`src/rtl/rst_seq.sv`:
```
// rst_seq: staged per-subsystem reset sequencer driven by PLL lock and a 1 kHz tick.
// Define RSTSEQ_WDOG_EN to add a tick watchdog that injects synthetic ticks.
module rst_seq #(
    parameter int pStages     = 4,
    parameter int pHoldMs     = 10,
    parameter int pStageGapMs = 1,
    parameter int pLossFilt   = 4,
    parameter int pWdogCycles = 200000
) (
    input  logic               clk,
    input  logic               rst,
    input  logic               locked_i,
    input  logic               pulse1000Hz_i,
    input  logic               sw_reset_i,
    output logic [pStages-1:0] rst_o,
    output logic               ready_o,
    output logic [1:0]         state_o,
    output logic [7:0]         loss_cnt_o,
    output logic               tick_err_o
);

    typedef enum logic [1:0] {
        WAIT_LOCK = 2'd0,
        HOLD      = 2'd1,
        RELEASE   = 2'd2,
        RUN       = 2'd3
    } state_t;

    localparam int KW = $clog2(pStages + 1);
    localparam logic [pStages-1:0] ONES = {pStages{1'b1}};
    localparam logic [pStages-1:0] ONE  = pStages'(1);

    if (pStages < 1 || pStages > 8 || pHoldMs < 1 || pHoldMs > 255 ||
        pStageGapMs < 1 || pStageGapMs > 255 || pLossFilt < 1 || pLossFilt > 15 ||
        pWdogCycles < 2) begin : g_param_check
        $error("rst_seq: parameter out of range");
    end

    logic               lock_s1_q, lock_s2_q;
    logic               pulse_s1_q, pulse_s2_q, pulse_prev_q;
    logic [3:0]         lfilt_q, lfilt_d;
    state_t             state_q, state_d;
    logic [7:0]         ms_q, ms_d;
    logic [7:0]         loss_cnt_q, loss_cnt_d;
    logic [KW-1:0]      k_q, k_d;
    logic [pStages-1:0] rst_q, rst_d;
    logic               ready_q, ready_d;
    logic               tick_s, loss_s, eff_tick_s;

    assign tick_s = pulse_s2_q & ~pulse_prev_q;
    // Fires once per low run: the cycle the filter count steps onto pLossFilt.
    assign loss_s = ~lock_s2_q & (lfilt_q == 4'(pLossFilt - 1));

    // Lock-loss filter: counts synced-low cycles, saturating at pLossFilt.
    always_comb begin
        lfilt_d = lfilt_q;
        if (lock_s2_q) begin
            lfilt_d = 4'd0;
        end else if (lfilt_q != 4'(pLossFilt)) begin
            lfilt_d = lfilt_q + 4'd1;
        end else begin
            lfilt_d = lfilt_q;
        end
    end

`ifdef RSTSEQ_WDOG_EN
    localparam int WW = $clog2(pWdogCycles + 1);
    logic [WW-1:0] wdog_q, wdog_d;
    logic          wdog_fire_s, in_seq_s, tick_err_q;

    // Watchdog: counts clk cycles between ticks while sequencing.
    always_comb begin
        in_seq_s    = (state_q == HOLD) || (state_q == RELEASE);
        wdog_fire_s = in_seq_s & ~tick_s & (wdog_q == WW'(pWdogCycles - 1));
        if (!in_seq_s || tick_s || wdog_fire_s) begin
            wdog_d = '0;
        end else begin
            wdog_d = wdog_q + WW'(1);
        end
    end

    // Watchdog counter and sticky error flag.
    always_ff @(posedge clk or posedge rst) begin
        if (rst) begin
            wdog_q     <= '0;
            tick_err_q <= 1'b0;
        end else begin
            wdog_q     <= wdog_d;
            tick_err_q <= tick_err_q | wdog_fire_s;
        end
    end

    assign eff_tick_s = tick_s | wdog_fire_s;
    assign tick_err_o = tick_err_q;
`else
    assign eff_tick_s = tick_s;
    assign tick_err_o = 1'b0;
`endif

    // Next state and next outputs; loss beats software reset beats tick.
    always_comb begin
        state_d    = state_q;
        ms_d       = ms_q;
        k_d        = k_q;
        rst_d      = rst_q;
        loss_cnt_d = loss_cnt_q;
        if (loss_s && (state_q != WAIT_LOCK)) begin
            state_d    = WAIT_LOCK;
            rst_d      = ONES;
            ms_d       = 8'd0;
            loss_cnt_d = (loss_cnt_q == 8'hFF) ? loss_cnt_q : loss_cnt_q + 8'd1;
        end else if (sw_reset_i && ((state_q == RELEASE) || (state_q == RUN))) begin
            state_d = HOLD;
            rst_d   = ONES;
            ms_d    = 8'd0;
        end else begin
            case (state_q)
                WAIT_LOCK: begin
                    rst_d = ONES;
                    ms_d  = 8'd0;
                    if (lock_s2_q) begin
                        state_d = HOLD;
                    end else begin
                        state_d = WAIT_LOCK;
                    end
                end
                HOLD: begin
                    if (!eff_tick_s) begin
                        ms_d = ms_q;
                    end else if (ms_q + 8'd1 == 8'(pHoldMs)) begin
                        rst_d   = rst_q & ~ONE;
                        ms_d    = 8'd0;
                        k_d     = KW'(1);
                        state_d = (pStages == 1) ? RUN : RELEASE;
                    end else begin
                        ms_d = ms_q + 8'd1;
                    end
                end
                RELEASE: begin
                    if (!eff_tick_s) begin
                        ms_d = ms_q;
                    end else if (ms_q + 8'd1 == 8'(pStageGapMs)) begin
                        rst_d = rst_q & ~(ONE << k_q);
                        ms_d  = 8'd0;
                        if (k_q == KW'(pStages - 1)) begin
                            state_d = RUN;
                        end else begin
                            k_d = k_q + KW'(1);
                        end
                    end else begin
                        ms_d = ms_q + 8'd1;
                    end
                end
                RUN: begin
                    rst_d = '0;
                end
                default: begin
                    state_d = WAIT_LOCK;
                    rst_d   = ONES;
                end
            endcase
        end
        ready_d = (state_d == RUN);
    end

    // Synchronisers, filter, FSM state and registered outputs.
    always_ff @(posedge clk or posedge rst) begin
        if (rst) begin
            lock_s1_q    <= 1'b0;
            lock_s2_q    <= 1'b0;
            pulse_s1_q   <= 1'b0;
            pulse_s2_q   <= 1'b0;
            pulse_prev_q <= 1'b0;
            lfilt_q      <= 4'd0;
            state_q      <= WAIT_LOCK;
            ms_q         <= 8'd0;
            k_q          <= '0;
            rst_q        <= ONES;
            ready_q      <= 1'b0;
            loss_cnt_q   <= 8'd0;
        end else begin
            lock_s1_q    <= locked_i;
            lock_s2_q    <= lock_s1_q;
            pulse_s1_q   <= pulse1000Hz_i;
            pulse_s2_q   <= pulse_s1_q;
            pulse_prev_q <= pulse_s2_q;
            lfilt_q      <= lfilt_d;
            state_q      <= state_d;
            ms_q         <= ms_d;
            k_q          <= k_d;
            rst_q        <= rst_d;
            ready_q      <= ready_d;
            loss_cnt_q   <= loss_cnt_d;
        end
    end

    assign rst_o      = rst_q;
    assign ready_o    = ready_q;
    assign state_o    = state_q;
    assign loss_cnt_o = loss_cnt_q;

endmodule

```
`config.mk`:
```
export PLATFORM = sky130hd
export DESIGN_NAME = rst_seq
export DESIGN_NICKNAME = d
export VERILOG_FILES = /design/src/rtl/rst_seq.sv
export SDC_FILE = /design/constraint.sdc
export NUM_CORES = 1
export LEC_CHECK = 0
export ABC_AREA = 1
export BUFFER_PORTS_ARGS = -buffer_cell sky130_fd_sc_hd__buf_2
export CAP_MARGIN = 20
export CORE_MARGIN = 4
export CORE_UTILIZATION = 55
export DETAILED_ROUTE_END_ITERATION = 10
export PLACE_DENSITY_LB_ADDON = 0.12
export SLEW_MARGIN = 0
export SYNTH_ARGS = -nofsm -noshare
export SYNTH_HDL_FRONTEND = slang
export SYNTH_SLANG_ARGS = --single-unit
export TNS_END_PERCENT = 20
```
`constraint.sdc`:
```
create_clock -name clk -period 2.22 [get_ports clk]
set_input_delay 0.333 -clock clk [delete_from_list [all_inputs] [get_ports clk]]
set_output_delay 0.333 -clock clk [all_outputs]
set_load 0.01 [all_outputs]
```
==> impl_results.md <==
- Die height: approximately 70 um
- Hold_buf cts: 0
- Max frequency: around 0.49 GHz
- Clk sinks: 35
- Synth-to-Final Area Change: 13.05%
- Ys async rst share: 100.0%
- Share of layout cells above drive strength 1: ~26%
- Crit path max fanout: 7
- Final Hold Viols: 0
- Startpoint Class: flip-flop
- Vias in the first global route: about 1600
- Design area: roughly 2400 um2
- Post-route ant nets: 0
- Max-cap violations: 0
- Initial Utilization: 57.70%
- Seq/Total Area, Yosys: 41.39%
- Commonest cells after routing, fill and taps aside: 52 x nand2_1, 30 x inv_1, 30 x dfrtp_1
- Syn Area/Cell: about 8.7 um2
- Post-synth EDFFs: 0
- Hold_ws: 0.1362 ns
- Nets: 296
- Total chip power: around 0.0023 W
- Critical Path Sink Type: flip-flop
- Fin Clk Skew: slightly above 0.004 ns
- Final HPWL DP: between 2000 and 3000 um
- Clock Root Buffer: clkbuf_8
- Largest net degree at the start of global routing: 36
- CP bufs+invs: 2
- CP max stage cell: dfrtp_1
- Worst path cell trace: inv_1 > ha_1 > nor2_1 > inv_2 > a31oi_2 > nand4_1 > nor2_1 > nand2_1 > xnor2_1
- Clock-pin slew on the worst setup and hold paths: about 0.070 ns
- DR iter-0 viols: around 120
- Total wire length: between 3000 and 4000 um
- Drt pass-1 iters: 4
- First-pass GRT wire length: 6837 um
- Mapped Cells: 245
- RSZ-0062 raised after global routing: false
- Most used cell, CP: nor2_1
- Final period util: approximately nine tenths
- Cell Area, Placed: ~2300 um2
- R2R setup slack: approximately 0.19 ns
- Post-route DRC: 0
- Num rows: 22
- Hold Path Class: primary input to asynchronous set/reset pin
- Reg2reg path depth: 9
- Initial antenna violation count: 0
- LEAKAGE: between 1 and 1.5 nW
- Skew-Pair Late Insertion Delay: between 0.2 and 0.3 ns
- Io pins: 21
- Prevailing post-synth register cell: dfrtp_1
- Worst VDD drop: around 0.45 mV
- Syn Nets: 267
- Worst EP arrival: between 2 and 2.5 ns
- Tmin final: just over 2 ns
- Clock tree from TritonCTS: built
- Yosys reg bits: 35
- Slowest stage delay, CP: between 0.4 and 0.5 ns
- Htree depth: 2
- Remaining Overflow, GRT: 0
- Worst R2R Start: state_o[1]
- Vias: between 1500 and 2000
- Final Slew Violations: 0
- Most common cell after layout, fill and taps aside: nand2_1
- Placement Setup Slack: around 0.19 ns
- Cell variety after synth: 35
- Clock buffer count from CTS: 5
- Placer Congestion: between 0.8 and 0.9
- DIE AREA: 4929 um2
- # diodes: 0
- Final setup violation count: 0
- WS Path Type: flip-flop to flip-flop
- Area of the core: 3689 um2
- Power per cell area: about 940 nW/um2
- WP data required: ~2.4 ns
- Setup Total Neg Slack: 0 ns
- Port bufs: 19
- Longest Clk Path Bufs: 2
- Final WS setup: between 0.15 and 0.2 ns
- Top delay family on crit path: simple AND/OR/NAND/NOR gates
- Die width: roughly 70 um
- Status: finished, final reports clean
- FF-to-FF End: loss_cnt_o[7]
- Vias per cell: roughly 5
- Post-synthesis cell area: 2128 um2
- Routed length per instance: 12.00 um
- YS warnings: 0
- Total Routing Usage GR: 17.31%
[cell type report]
cell class / instances / area [um2]
Clock inverter: 1 / 5.005
Multi-Input combinational cell: 174 / 1116
Fill cell: 321 / 1282
Timing Repair Buffer: 24 / 132.6
Tap cell: 48 / 60.06
Clock buffer: 6 / 82.58
Sequential cell: 35 / 882.1
Inverter: 34 / 127.6
[kinds of logic after synthesis]
logic type                 count (synthesis)  share of synthesized area (%)
AOI/OAI and AO/OA                         32                          9.406
xor gates and xnor gates                   9                          3.703
adders and majority gates                 17                          9.994
buffers and inverters                     36                          6.525
DFF                                       35                          41.39
muxes                                      1                         0.5291
other                                      1                         0.1762
and+or+nand+nor                          114                          28.28
[flip-flops by register name, indices dropped and copies added, names as in the netlist, 2 cells and up]
| name | cells |
|---|---|
| rst_o | 4 |
| ms_q | 8 |
| state_o | 2 |
| loss_cnt_o | 8 |
| lfilt_q | 4 |
| k_q | 3 |
[per-stage QoR]
stage / utilization, % / cells
after floorplan: - / 245
after global placement: 62.62 / 315
after detailed placement: 62.62 / 315
after CTS: 64.99 / 322
after global routing: 65.23 / 322
final: 65.23 / 322
[synth_stat cells (5+ instances only)]
cell     instances  area (um2)
o21ai_1          8       40.04
a21oi_1          5       25.02
nand2_4          5       56.30
inv_1           30       112.6
xnor2_1          5       43.79
nor2_4           6       67.56
nand2_2          9       56.30
nand3_1         15       75.07
dfrtp_1         31       775.7
o21ai_0          5       25.02
nor2_1          15       56.30
ha_1            17       212.7
nand2_1         52       195.2
[repair_timing]
| item | 4_1_cts | 5_1_grt |
|---|---|---|
| setup buffers | 0 | 0 |
| endpoints found under the hold margin | 0 | 0 |
| resized for setup | 0 | 2 |
| setup endpoints to repair | 0 | 5 |
[worst register-to-register path, stage by stage (launching register included)]
cell     delay [ns]
dfrtp_1        0.45
inv_1          0.15
ha_1           0.25
nor2_1         0.15
inv_2          0.07
a31oi_2        0.31
nand4_1        0.19
nor2_1         0.14
nand2_1        0.08
xnor2_1        0.13
[worst max path at each step]
stage                     slack [ns]        from  cells after the start       endpoint
after floorplan                 0.23  state_o[0]                      9        ms_q[0]
after CTS                       0.16  state_o[0]                      9  loss_cnt_o[7]
after global placement          0.16     ms_q[0]                     11        ready_o
after global routing            0.04  state_o[1]                     13        ms_q[0]
final                           0.19  state_o[1]                      9  loss_cnt_o[7]
after detailed placement        0.19  state_o[0]                      9  loss_cnt_o[7]
[routing by layer]
metal / share of wire, % / up-vias / global-route usage [%]
li1: - / 843 / -
met1: 47 / 736 / 22.46
met2: 46 / 29 / 26.76
met3: 5.0 / 8 / 5.036
met4: 1.9 / 0 / 7.660
met5: 0 / - / 0
[report_power, final]
part	leakage, nW	switching (W)	internal, W	total, W
logic	0.718	0.000582	0.000355	0.000936
registers	0.450	0.0000883	0.000764	0.000852
clock network	0.0470	0.000226	0.000243	0.000469
No activity file was read; power rests on OpenSTA's default activity.
